$ cat src/rtl/i4004_bus_master_pkg.sv
// Shared definitions for the 4004-side bus master: phase encodings, cycle state
// and the helpers that map an address onto the three address phases.
package i4004_bus_master_pkg;

    typedef enum logic [2:0] {
        PH_A1 = 3'd0,
        PH_A2 = 3'd1,
        PH_A3 = 3'd2,
        PH_M1 = 3'd3,
        PH_M2 = 3'd4,
        PH_X1 = 3'd5,
        PH_X2 = 3'd6,
        PH_X3 = 3'd7
    } phase_e;

    typedef enum logic {
        ST_IDLE   = 1'b0,
        ST_ACTIVE = 1'b1
    } bus_state_e;

    // Nibble order on the bus: low address nibble goes out first.
    localparam int unsigned NIB_A1_LSB = 0;
    localparam int unsigned NIB_A2_LSB = 4;
    localparam int unsigned NIB_A3_LSB = 8;

    function automatic logic [3:0] addr_nibble(input logic [11:0] addr, input phase_e ph);
        logic [3:0] nib;
        case (ph)
            PH_A1:   nib = addr[NIB_A1_LSB +: 4];
            PH_A2:   nib = addr[NIB_A2_LSB +: 4];
            PH_A3:   nib = addr[NIB_A3_LSB +: 4];
            default: nib = 4'd0;
        endcase
        return nib;
    endfunction

    function automatic phase_e next_phase(input phase_e ph);
        return phase_e'(ph + 3'd1);
    endfunction

endpackage

$ cat src/rtl/i4004_bus_master_phase_gen.sv
// Bus phase sequencer: PHASE_DIV clock divider plus the free-running 8-phase counter.
// The first tick after reset re-enters A1 so it can serve as a cycle boundary.
module i4004_phase_gen
    import i4004_bus_master_pkg::*;
#(
    parameter int PHASE_DIV = 1
) (
    input  logic   CLK,
    input  logic   RESET,
    output phase_e phase,
    output logic   tick,
    output logic   last_clk,
    output logic   wrap
);

    localparam int DIV_W = (PHASE_DIV > 1) ? $clog2(PHASE_DIV) : 1;
    localparam logic [DIV_W-1:0] DIV_LAST = DIV_W'(PHASE_DIV - 1);

    logic [DIV_W-1:0] div_r;
    phase_e           phase_r;
    logic             first_r;
    logic             tick_s;

    assign tick_s   = (div_r == DIV_LAST);
    assign tick     = tick_s;
    assign last_clk = tick_s;
    assign phase    = phase_r;
    assign wrap     = tick_s && (first_r || (phase_r == PH_X3));

    // Divider and phase counter; phase holds at A1 through the post-reset lead-in.
    always_ff @(posedge CLK) begin
        if (RESET) begin
            div_r   <= {DIV_W{1'b0}};
            phase_r <= PH_A1;
            first_r <= 1'b1;
        end else if (tick_s) begin
            div_r   <= {DIV_W{1'b0}};
            phase_r <= first_r ? PH_A1 : next_phase(phase_r);
            first_r <= 1'b0;
        end else begin
            div_r   <= div_r + DIV_W'(1'b1);
            phase_r <= phase_r;
            first_r <= first_r;
        end
    end

endmodule

$ cat src/rtl/i4004_bus_master.sv
// 4004-side initiator for the multiplexed 4-bit ROM bus: accepts requests at cycle
// boundaries, drives address/port-write nibbles and captures the returned OPR/OPA word.
module i4004_bus_master
    import i4004_bus_master_pkg::*;
#(
    parameter int PHASE_DIV = 1
) (
    input  logic        CLK,
    input  logic        RESET,
    input  logic        req,
    input  logic        wr,
    input  logic [11:0] addr,
    input  logic [3:0]  wdata,
    output logic        ack,
    output logic        busy,
    output logic        done,
    output logic [7:0]  rdata,
    output logic        sync,
    output logic        cm_rom,
    output logic [3:0]  data_out,
    output logic        data_oe,
    input  logic [3:0]  data_in
);

    phase_e      phase_s;
    phase_e      nph_s;
    logic        tick_s;
    logic        last_clk_s;
    logic        wrap_s;
    logic        act_nxt_s;

    bus_state_e  state_r,    state_nxt_s;
    logic [11:0] addr_r,     addr_nxt_s;
    logic        wr_r,       wr_nxt_s;
    logic [3:0]  wdata_r,    wdata_nxt_s;
    logic [3:0]  opr_r,      opr_nxt_s;
    logic [3:0]  opa_r,      opa_nxt_s;
    logic        ack_r,      ack_nxt_s;
    logic        busy_r,     busy_nxt_s;
    logic        done_r,     done_nxt_s;
    logic [7:0]  rdata_r,    rdata_nxt_s;
    logic        sync_r,     sync_nxt_s;
    logic        cm_rom_r,   cm_rom_nxt_s;
    logic [3:0]  data_out_r, data_out_nxt_s;
    logic        data_oe_r,  data_oe_nxt_s;

    i4004_phase_gen #(
        .PHASE_DIV (PHASE_DIV)
    ) u_phase_gen (
        .CLK      (CLK),
        .RESET    (RESET),
        .phase    (phase_s),
        .tick     (tick_s),
        .last_clk (last_clk_s),
        .wrap     (wrap_s)
    );

    // Next-state: accept at cycle boundary, sample M1/M2, precompute drive for the phase being entered.
    always_comb begin
        state_nxt_s    = state_r;
        addr_nxt_s     = addr_r;
        wr_nxt_s       = wr_r;
        wdata_nxt_s    = wdata_r;
        opr_nxt_s      = opr_r;
        opa_nxt_s      = opa_r;
        ack_nxt_s      = 1'b0;
        done_nxt_s     = 1'b0;
        rdata_nxt_s    = rdata_r;
        busy_nxt_s     = busy_r;
        sync_nxt_s     = sync_r;
        cm_rom_nxt_s   = cm_rom_r;
        data_out_nxt_s = data_out_r;
        data_oe_nxt_s  = data_oe_r;
        nph_s          = wrap_s ? PH_A1 : next_phase(phase_s);

        if (last_clk_s && (state_r == ST_ACTIVE)) begin
            case (phase_s)
                PH_M1:   opr_nxt_s = data_in;
                PH_M2:   opa_nxt_s = data_in;
                default: begin
                    opr_nxt_s = opr_r;
                    opa_nxt_s = opa_r;
                end
            endcase
        end else begin
            opr_nxt_s = opr_r;
            opa_nxt_s = opa_r;
        end

        if (wrap_s) begin
            done_nxt_s = (state_r == ST_ACTIVE);
            if (state_r == ST_ACTIVE) begin
                rdata_nxt_s = {opr_r, opa_r};
            end else begin
                rdata_nxt_s = rdata_r;
            end
            if (req) begin
                state_nxt_s = ST_ACTIVE;
                addr_nxt_s  = addr;
                wr_nxt_s    = wr;
                wdata_nxt_s = wdata;
                ack_nxt_s   = 1'b1;
            end else begin
                state_nxt_s = ST_IDLE;
            end
        end else begin
            done_nxt_s = 1'b0;
        end

        act_nxt_s = (state_nxt_s == ST_ACTIVE);

        // Outputs are registered, so they are set up on the edge that enters the new phase.
        if (tick_s) begin
            busy_nxt_s   = act_nxt_s;
            sync_nxt_s   = (nph_s == PH_X3);
            cm_rom_nxt_s = act_nxt_s && (nph_s == PH_A3);
            case (nph_s)
                PH_A1, PH_A2, PH_A3: begin
                    data_oe_nxt_s  = act_nxt_s;
                    data_out_nxt_s = act_nxt_s ? addr_nibble(addr_nxt_s, nph_s) : 4'd0;
                end
                PH_X2: begin
                    data_oe_nxt_s  = act_nxt_s && wr_nxt_s;
                    data_out_nxt_s = (act_nxt_s && wr_nxt_s) ? wdata_nxt_s : 4'd0;
                end
                default: begin
                    data_oe_nxt_s  = 1'b0;
                    data_out_nxt_s = 4'd0;
                end
            endcase
        end else begin
            busy_nxt_s     = busy_r;
            sync_nxt_s     = sync_r;
            cm_rom_nxt_s   = cm_rom_r;
            data_oe_nxt_s  = data_oe_r;
            data_out_nxt_s = data_out_r;
        end
    end

    // State and output registers; reset drops any cycle in flight.
    always_ff @(posedge CLK) begin
        if (RESET) begin
            state_r    <= ST_IDLE;
            addr_r     <= 12'd0;
            wr_r       <= 1'b0;
            wdata_r    <= 4'd0;
            opr_r      <= 4'd0;
            opa_r      <= 4'd0;
            ack_r      <= 1'b0;
            busy_r     <= 1'b0;
            done_r     <= 1'b0;
            rdata_r    <= 8'd0;
            sync_r     <= 1'b0;
            cm_rom_r   <= 1'b0;
            data_out_r <= 4'd0;
            data_oe_r  <= 1'b0;
        end else begin
            state_r    <= state_nxt_s;
            addr_r     <= addr_nxt_s;
            wr_r       <= wr_nxt_s;
            wdata_r    <= wdata_nxt_s;
            opr_r      <= opr_nxt_s;
            opa_r      <= opa_nxt_s;
            ack_r      <= ack_nxt_s;
            busy_r     <= busy_nxt_s;
            done_r     <= done_nxt_s;
            rdata_r    <= rdata_nxt_s;
            sync_r     <= sync_nxt_s;
            cm_rom_r   <= cm_rom_nxt_s;
            data_out_r <= data_out_nxt_s;
            data_oe_r  <= data_oe_nxt_s;
        end
    end

    assign ack      = ack_r;
    assign busy     = busy_r;
    assign done     = done_r;
    assign rdata    = rdata_r;
    assign sync     = sync_r;
    assign cm_rom   = cm_rom_r;
    assign data_out = data_out_r;
    assign data_oe  = data_oe_r;

endmodule

$ cat config.mk
export PLATFORM = sky130hd
export DESIGN_NAME = i4004_bus_master
export DESIGN_NICKNAME = d
export VERILOG_FILES = /design/src/rtl/i4004_bus_master_pkg.sv /design/src/rtl/i4004_bus_master_phase_gen.sv /design/src/rtl/i4004_bus_master.sv
export SDC_FILE = /design/constraint.sdc
export NUM_CORES = 1
export LEC_CHECK = 0
export ABC_AREA = 1
export CAP_MARGIN = 20
export CORE_MARGIN = 1
export CORE_UTILIZATION = 42
export CTS_CLUSTER_DIAMETER = 200
export DETAILED_ROUTE_END_ITERATION = 8
export GPL_ROUTABILITY_DRIVEN = 0
export PLACE_DENSITY = 0.79
export SYNTH_ARGS = -nofsm -noshare
export SYNTH_HDL_FRONTEND = slang
export SYNTH_HIERARCHICAL = 1
export SYNTH_SLANG_ARGS = --single-unit
$ cat constraint.sdc
create_clock -name CLK -period 2.35 [get_ports CLK]
set_input_delay 0.47 -clock CLK [delete_from_list [all_inputs] [get_ports CLK]]
set_output_delay 0.47 -clock CLK [all_outputs]
set_load 0.02 [all_outputs]
==> results of run 1 <==
==> how the worst max path moves through the flow <==
stage | endpoint | cells past startpoint | from | slack [ps]
2_1_floorplan | data_out[1] | 16 | u_phase_gen/phase[0] | 530
3_3_place_gp | data_out[0] | 14 | u_phase_gen/phase[0] | 210
3_5_place_dp | data_out[2] | 14 | u_phase_gen/phase[0] | 180
4_1_cts | data_out[2] | 14 | u_phase_gen/phase[0] | 120
5_1_grt | data_out[3] | 14 | u_phase_gen/phase[0] | 30
6_report | data_out[2] | 14 | u_phase_gen/phase[0] | 190
==> worst min-delay path: stages (launching register included) <==
cell and delay (ps):
dfxtp_1 310, inv_1 60, a21oi_1 50
==> placed cells by master (no fill, tap or decap), types with 2 or more instances in the layout <==
cell / Yosys / final
inv_2: 2 / 2
inv_1: 21 / 21
nand4_1: 3 / 3
nand3_1: 22 / 22
bufinv_16: 0 / 2
nand2_2: 6 / 6
a21oi_1: 25 / 25
clkdlybuf4s50_1: 0 / 41
dfxtp_1: 49 / 49
ha_1: 5 / 5
nor2_1: 34 / 31
nor2_2: 1 / 4
or2_2: 4 / 4
o21ai_0: 19 / 19
buf_4: 2 / 5
a21oi_2: 4 / 4
clkbuf_8: 0 / 5
nand2_1: 63 / 63
o21a_1: 4 / 4
==> report_power, final <==
part	total, mW	switching (mW)	internal, mW
sequential	0.871	0.0139	0.857
clock	0.697	0.274	0.422
combinational	0.213	0.116	0.0978
total	1.78	0.404	1.38
==> kinds of logic (layout without fill, tap and decap cells) <==
logic type,after synthesis,in the layout
flops,49,49
compound gates,54,54
simple gates,135,135
other cells,1,1
buf+inv,35,77
fa+ha+maj,5,5
==> repair_timing <==
| item | CTS | global route |
|---|---|---|
| gates resized for setup | 0 | 3 |
| endpoints found under the setup margin | 0 | 5 |
| setup buffers | 0 | 0 |
==> registers in the layout, indices dropped and copies added, names as in the netlist, 3 cells and up <==
| register | count |
|---|---|
| wdata_r | 4 |
| data_out | 4 |
| opa_r | 4 |
| u_phase_gen/phase | 3 |
| addr_r | 12 |
| opr_r | 4 |
| rdata | 8 |
==> layer usage <==
| layer | part of all wire [%] | up-vias | global-route usage, % |
|---|---|---|---|
| li1 | - | 973 | - |
| met4 | 1.6 | 0 | 6.54 |
| met3 | 4.8 | 6 | 4.97 |
| met1 | 48 | 799 | 21.9 |
| met5 | 0 | - | 0 |
| met2 | 46 | 44 | 29.2 |
==> cell type report <==
cell class	instances	area share (%)
tap	67	3.10
inverter	23	3.20
timing repair buffer	46	16.6
multi-input combinational	195	35.8
sequential	49	36.3
clock buffer	5	2.55
clock inverter	3	2.41
==> out/qor.yml, run 1 <==
run_status:
  outcome: "finished clean"
clock_tree:
  clkLatencyLatePin_ps: 300
  htree_levels: 2
  cts_tree: "built"
  cts_inserted_buffers: 5
  clkSinkCount: 49
  cts_root_buffer: "clkbuf_8"
  clkTransAtPathRegs_ps: 90
  hold_buffers: 0
  clockBufferDepth: 2
placement:
  hpwl_microns: 3130
  place_ws_ps: 177
  dp.cells: 380
  placed_cell_area_sq_um: 2560
  port_buffers: 41
worst_setup_path:
  cpLargestDelayFamily: "simple AND/OR/NAND/NOR gates"
  crit_path_frequent_cell: "nand2_1"
  crit_chain: "ha_1 > ha_1 > nor2_1 > nor2_2 > buf_4 > inv_2 > nand3_1 > nor2_2 > nand2_1 > nand3_1 > nand2_1 > nand2_1 > nand2_1 > a21oi_2"
  cpPeakStageDelay_ps: 370
  arrival_ps: 2410
  crit_buf_inv: 2
  worstSetupPathType: "flip-flop to flip-flop"
  r2r_end: "data_out[2]"
  r2r-start: "u_phase_gen/phase[0]"
  ff2ff_path_depth: 14
  start_kind: "flip-flop"
  r2r_slack_ps: 190
  critPathRequiredTime_ps: 2590
  slowest_stage: "dfxtp_1"
  path_max_fanout: 14
  cp-end-kind: "flip-flop"
yosys:
  ys_types: 26
  synth_adder_area_share_pct: 2.95
  ys_ff_latch: 49
  yosys-top-cells-count: "nand2_1, dfxtp_1, nor2_1"
  synth_nets: 308
  syn_inst: 279
  synth_compound_area_share_pct: 14.6
  synthTopCellsByArea: "dfxtp_1, nand2_1, nor2_1, a21oi_1, nand3_1"
  synth_warnings: 6
  yosys.area.top_type: "dfxtp_1"
  ys.flop_type: "dfxtp_1"
  synth_top_area_share_pct: 46.3
  synth_async_sr_flop_share_pct: 0
  synth_top_family_by_area: "simple AND/OR/NAND/NOR gates"
  avgSynthCellArea_sq_um: 7.59
  synth-simple-area-share_pct: 27.6
  synthMuxAreaShare_pct: 0
  syn-cell-area_sq_um: 2120
  synth-edff-count: 0
  synthXorXnorAreaFrac_pct: 0
  seq_area_frac_synth_pct: 46.3
  yosysMostFrequentCell: "nand2_1"
sta:
  hold_viol_final: 0
  min_period_ps: 2160
  final_max_slew_viol_count: 0
  setup_ws_ps: 185
  finalCritPeriodShare_pct: 92.1
  fin_skew_ps: 6.88
  fin_setup_tns_ps: 0
  setup_viol: 0
  whs_ps: 456
  fmax_ghz: 0.462
  rsz0062_at_grt: "no"
routing:
  dr.pass1.iters: 4
  drcViolationCount: 0
  wirelength_microns: 4240
  post_drt_wl_per_cell_microns: 10.9
  drtAntennaViolNets: 0
  vias: 1822
  via_per_inst: 4.70
  drt-initial-drc-count: 94
pwr:
  powerDensity_nw_per_um2: 660
  power_mw: 1.78
  p_leak_nw: 1.14
  max-vdd-ir-drop_mv: 0.346
cells_and_area:
  layout-drive-gt1-share_pct: 11.2
  stdcell_count: 388
  fin_area_sq_um: 2700
  multi_input_area_sq_um: 967
  utilization_pct: 56.4
  nets: 349
  antenna_cells: 0
  regArea_sq_um: 981
  area_growth_pct: 27.5
  fillers: 447
min_path:
  min_from: "opr_r[3]"
  min_path_cells: 2
  min_path_type: "flip-flop to flip-flop"
  hold_end: "opr_r[3]"
global_route:
  grt_pass1_vias: 1714
  grt_pass1_wl_microns: 7310
  antenna_found_initial: 0
  grt.total_usage_pct: 17.7
  grt_max_degree: 19
  grt-ovfl-total: 0
floorplanning:
  pin_count: 42
  rows: 25
  initial_utilization_pct: 44.3
  die_x_microns: 73.0
  core-area_sq_um: 4790
  die_y_microns: 73.0
  dieArea_sq_um: 5330
job:
  cap_violations: 0
Power figures use the tool's default switching activity.
==> run 2: changes to the inputs <==
--- a/config.mk
+++ b/config.mk
@@ -6,13 +6,14 @@
 export NUM_CORES = 1
 export LEC_CHECK = 0
 export ABC_AREA = 1
-export CAP_MARGIN = 20
+export CAP_MARGIN = 15
 export CORE_MARGIN = 1
 export CORE_UTILIZATION = 42
 export CTS_CLUSTER_DIAMETER = 200
 export DETAILED_ROUTE_END_ITERATION = 8
 export GPL_ROUTABILITY_DRIVEN = 0
 export PLACE_DENSITY = 0.79
+export REMOVE_ABC_BUFFERS = 1
 export SYNTH_ARGS = -nofsm -noshare
 export SYNTH_HDL_FRONTEND = slang
 export SYNTH_HIERARCHICAL = 1
==> run 2 against run 1 <==
Effect of this change: sequential share of layout area grew 0.49 points; wire length hardly changed; via count grew 0.66%; worst setup slack improved by 100 ps; clock power down 28%; die area did not move; power shrank 11%; combinational power about the same; clock skew decreased by 1.3 ps.
==> out/qor.yml, run 2 (synthesis gave the netlist of run 1 again) <==
cells_and_area:
  final_common_cell: "nand2_1"
  largest_register_ffs: 12
  stdcell_count: 390
  antenna_cells: 0
  layout-drive-gt1-share_pct: 10.8
  fillers: 447
  area_growth_pct: 25.8
  fin_area_sq_um: 2660
  mostFrequentLayoutCells: "nand2_1, dfxtp_1, clkdlybuf4s50_1"
  top_register: "addr_r"
  nets: 351
worst_setup_path:
  start_kind: "flip-flop"
  cp-end-kind: "flip-flop"
  arrival_ps: 2310
  worstSetupPathType: "flip-flop to flip-flop"
  path_max_fanout: 11
  critPathRequiredTime_ps: 2600
placement:
  place_ws_ps: 313
  placed_cell_area_sq_um: 2570
  dp.cells: 382
  hpwl_microns: 3220
  port_buffers: 41
sta:
  setup_viol: 0
  setup_ws_ps: 289
  finalCritPeriodShare_pct: 87.7
  fmax_ghz: 0.485
  whs_ps: 460
  final_max_slew_viol_count: 0
  rsz0062_at_grt: "no"
  fin_skew_ps: 5.53
  min_period_ps: 2060
  hold_viol_final: 0
floorplanning:
  pin_count: 42
  die_y_microns: 73.0
  core-area_sq_um: 4790
  rows: 25
  dieArea_sq_um: 5330
  die_x_microns: 73.0
  initial_utilization_pct: 44.3
clock_tree:
  hold_buffers: 0
  cts_root_buffer: "clkbuf_8"
  clockBufferDepth: 2
  clkSinkCount: 49
  clkLatencyLatePin_ps: 310
  cts_inserted_buffers: 5
  clkTransAtPathRegs_ps: 90
  cts_resized: 0
  cts_setup_buffers: 0
  cts_tree: "built"
  htree_levels: 2
global_route:
  grt.total_usage_pct: 17.9
  grt-ovfl-total: 0
  grt_max_degree: 23
  grt_pass1_wl_microns: 7250
  grt_pass1_vias: 1725
  antenna_found_initial: 0
routing:
  dr.pass1.iters: 4
  vias: 1834
  wirelength_microns: 4250
  drtAntennaViolNets: 0
  drcViolationCount: 0
  post_drt_wl_per_cell_microns: 10.9
  drt-initial-drc-count: 77
  via_per_inst: 4.70
pwr:
  max-vdd-ir-drop_mv: 0.275
  power_mw: 1.59
  p_leak_nw: 1.13
  powerDensity_nw_per_um2: 595
job:
  cap_violations: 0
run_status:
  outcome: "finished clean"
min_path:
  min_path_type: "flip-flop to flip-flop"
run 2: cell types whose count changed in the layout (fill, tap and decap cells not counted):
cell | previous run | this run
buf_4 | 5 | 7
clkinvlp_4 | 0 | 1
nor2_1 | 31 | 34
inv_6 | 0 | 1
nor2_2 | 4 | 1
bufinv_16 | 2 | 0
run 2: path summary, 6_finish.rpt:
check	slack, ps	depth (start not counted)	startpoint	to
min reg2reg	460	2	opr_r[2]	opr_r[2]
max reg2reg	290	14	u_phase_gen/phase[1]	data_out[1]
max	290	14	u_phase_gen/phase[1]	data_out[1]
min	460	2	opr_r[2]	opr_r[2]
run 2: metal layers:
metal	up-vias	share of wire, %	GRT usage [%]
met5	-	0	0
met4	0	1.6	7.19
met3	6	3.0	5.52
met2	27	47	30.5
met1	819	49	20.9
li1	982	-	-
run 2: power by group:
| group | total [mW] | leakage (nW) | switching (mW) | internal, mW |
|---|---|---|---|---|
| clock network | 0.499 | 0.0445 | 0.288 | 0.211 |
| registers | 0.871 | 0.399 | 0.0134 | 0.857 |
| logic | 0.216 | 0.688 | 0.116 | 0.0997 |
run 2: layout make-up:
class | instances | area, sq um | area share [%]
Clock buffer | 5 | 68.8 | 2.58
Clock inverter | 3 | 21.3 | 0.798
Sequential cell | 49 | 981 | 36.8
Inverter | 23 | 86.3 | 3.24
Timing Repair Buffer | 48 | 463 | 17.4
Multi-Input combinational cell | 195 | 960 | 36.0
Tap cell | 67 | 83.8 | 3.15
run 2: stage by stage:
stage / util (%) / TNS, ps
floorplan: - / -681
global placement: 53.8 / 0
detailed placement: 53.8 / 0
CTS: 55.7 / 0
global route: 55.7 / 0
finish: 55.7 / 0
run 2: critical path, stage by stage (launching register included):
cell,delay [ps]
dfxtp_1,380
ha_1,170
ha_1,130
nor2_1,30
nor2_1,300
nand2_4,180
inv_1,150
nand2_1,80
nand2_1,80
nand2_2,60
nor2_4,130
nand2_1,80
nand2_1,60
nand2_1,50
a21oi_2,100
==> run 3: changes to the inputs <==
--- a/config.mk
+++ b/config.mk
@@ -9,7 +9,7 @@
 export CAP_MARGIN = 15
 export CORE_MARGIN = 1
 export CORE_UTILIZATION = 42
-export CTS_CLUSTER_DIAMETER = 200
+export CTS_CLUSTER_DIAMETER = 120
 export DETAILED_ROUTE_END_ITERATION = 8
 export GPL_ROUTABILITY_DRIVEN = 0
 export PLACE_DENSITY = 0.79
==> constraint.sdc (replaced) <==
create_clock -name CLK -period 2.3 [get_ports CLK]
set_input_delay 0.46 -clock CLK [delete_from_list [all_inputs] [get_ports CLK]]
set_output_delay 0.46 -clock CLK [all_outputs]
set_load 0.02 [all_outputs]
==> run 3 against run 2 <==
Effect of this change: register-to-register slack improved by 20 ps; sequential cell count did not move; non-clock buffer count up 1; combinational power up 3%; via count increased by 1.5%; clock skew increased by 3.0 ps; worst setup slack improved by 25 ps; critical path depth decreased by 1; clock-buffer cell count rose by 2; power grew 10%; cell area is 1.4% higher; first-iteration DRC count is 31% lower; largest cell class unchanged.
==> out/qor.yml, run 3 (synthesis gave the netlist of run 1 again) <==
cells_and_area:
  antenna_cells: 0
  mostFrequentLayoutCells: "nand2_1, dfxtp_1, clkdlybuf4s50_1"
  largest_register_ffs: 12
  layout-drive-gt1-share_pct: 11.1
  utilization_pct: 56.4
  multi_input_area_sq_um: 962
  nets: 352
  regArea_sq_um: 981
  final_common_cell: "nand2_1"
  area_growth_pct: 27.5
  fillers: 466
  top_register: "addr_r"
pwr:
  max-vdd-ir-drop_mv: 0.334
  switchingPower_mw: 0.414
  p_int_mw: 1.33
  pwr-share-comb_pct: 12.7
  power_frac_clock_pct: 36.4
  p_seq_share_pct: 50.9
  powerDensity_nw_per_um2: 647
  p_sw_share_pct: 23.7
  p_leak_nw: 1.15
clock_tree:
  clkSinkCount: 49
  cts_tree: "built"
  htree_levels: 2
  cts_setup_buffers: 0
  cts_resized: 0
  clkTransAtPathRegs_ps: 90
  cts_root_buffer: "clkbuf_8"
  hold_buffers: 0
  clkLatencyLatePin_ps: 300
  clockBufferDepth: 2
  cts_inserted_buffers: 5
sta:
  hold_viol_final: 0
  finalCritPeriodShare_pct: 86.3
  min_period_ps: 1990
  fin_setup_tns_ps: 0
  fmax_ghz: 0.504
  rsz0062_at_grt: "no"
  whs_ps: 458
  fin_skew_ps: 8.57
  setup_ws_ps: 314
  final_max_slew_viol_count: 0
  setup_viol: 0
worst_setup_path:
  path_max_fanout: 6
  start_kind: "flip-flop"
  arrival_ps: 2230
  crit_path_frequent_cell: "nand2_1"
  worstSetupPathType: "flip-flop to flip-flop"
  cpPeakStageDelay_ps: 350
  crit_chain: "ha_1 > ha_1 > nor2_1 > nor2_2 > inv_2 > nand3_1 > nor2_1 > nand2_1 > nand3_1 > nand2_1 > nand2_1 > nand2_1 > a21oi_2"
  r2r_slack_ps: 310
  slowest_stage: "dfxtp_1"
  cp-end-kind: "flip-flop"
  critPathRequiredTime_ps: 2550
floorplanning:
  pin_count: 42
  core-area_sq_um: 4790
  rows: 25
  die_y_microns: 73.0
  dieArea_sq_um: 5330
  initial_utilization_pct: 44.3
  die_x_microns: 73.0
routing:
  dr.pass1.iters: 4
  vias: 1862
  wirelength_microns: 4240
  via_per_inst: 4.76
  post_drt_wl_per_cell_microns: 10.9
  drcViolationCount: 0
  drtAntennaViolNets: 0
  drt-initial-drc-count: 53
global_route:
  antenna_found_initial: 0
  grt_pass1_vias: 1731
  grt_pass1_wl_microns: 7270
  grt_max_degree: 23
  grt-ovfl-total: 0
  grt.total_usage_pct: 17.6
placement:
  port_buffers: 41
  place_ws_ps: 247
  hpwl_microns: 3190
min_path:
  min_path_type: "flip-flop to flip-flop"
run_status:
  outcome: "finished clean"
job:
  cap_violations: 0
run 3: changes by cell type in the layout (fill, tap and decap cells not counted), sizes merged:
cell / before / now
clkinv: 1 / 0
buf: 7 / 8
clkbuf: 5 / 7
clkinvlp: 1 / 0
bufinv: 0 / 1
inv: 24 / 23
run 3: final cells by class:
class                   instances  share of cell area [%]
well taps                      67                    3.10
flip-flops and latches         49                    36.3
clock buffers                   7                    3.20
inverters                      23                    3.20
repair buffers                 49                    17.4
clock inverters                 1                    1.11
multi-input cells             195                    35.6
run 3: stage by stage:
step	total power, mW	cell area (sq um)	instances
2_1_floorplan	1.02	2030	267
5_1_grt	1.81	2700	391
6_report	1.75	2700	391
4_1_cts	1.75	2700	391
3_3_place_gp	1.13	2580	383
3_5_place_dp	1.13	2580	383
run 3: per-layer routing:
layer	GRT usage, %	vias to the layer above	routed length (microns)
met3	3.31	5	136
li1	-	981	-
met5	0	-	0
met4	7.84	0	54
met1	21.4	844	2010
met2	30.1	32	2040
run 3: worst paths after layout:
check	from	to	cells after the start
max	u_phase_gen/phase[1]	data_out[2]	13
min	opr_r[2]	rdata[6]	2
max reg2reg	u_phase_gen/phase[1]	data_out[2]	13
min reg2reg	opr_r[2]	rdata[6]	2
run 3: critical path, delay by kind of cell (launching register included):
family | cells | cell delay (ps)
AO/OA/AOI/OAI | 1 | 110
adder cells (fa/ha/maj) | 2 | 360
flip-flops | 1 | 350
AND/OR/NAND/NOR | 9 | 1010
buffers and inverters | 1 | 100
run 3: power groups by stage:
stage,clock [mW],sequential (mW),combinational [mW]
after floorplan,0,0.919,0.103
after global placement,0,0.909,0.219
after detailed placement,0,0.910,0.222
after CTS,0.642,0.889,0.223
after global routing,0.664,0.893,0.249
final,0.636,0.889,0.223
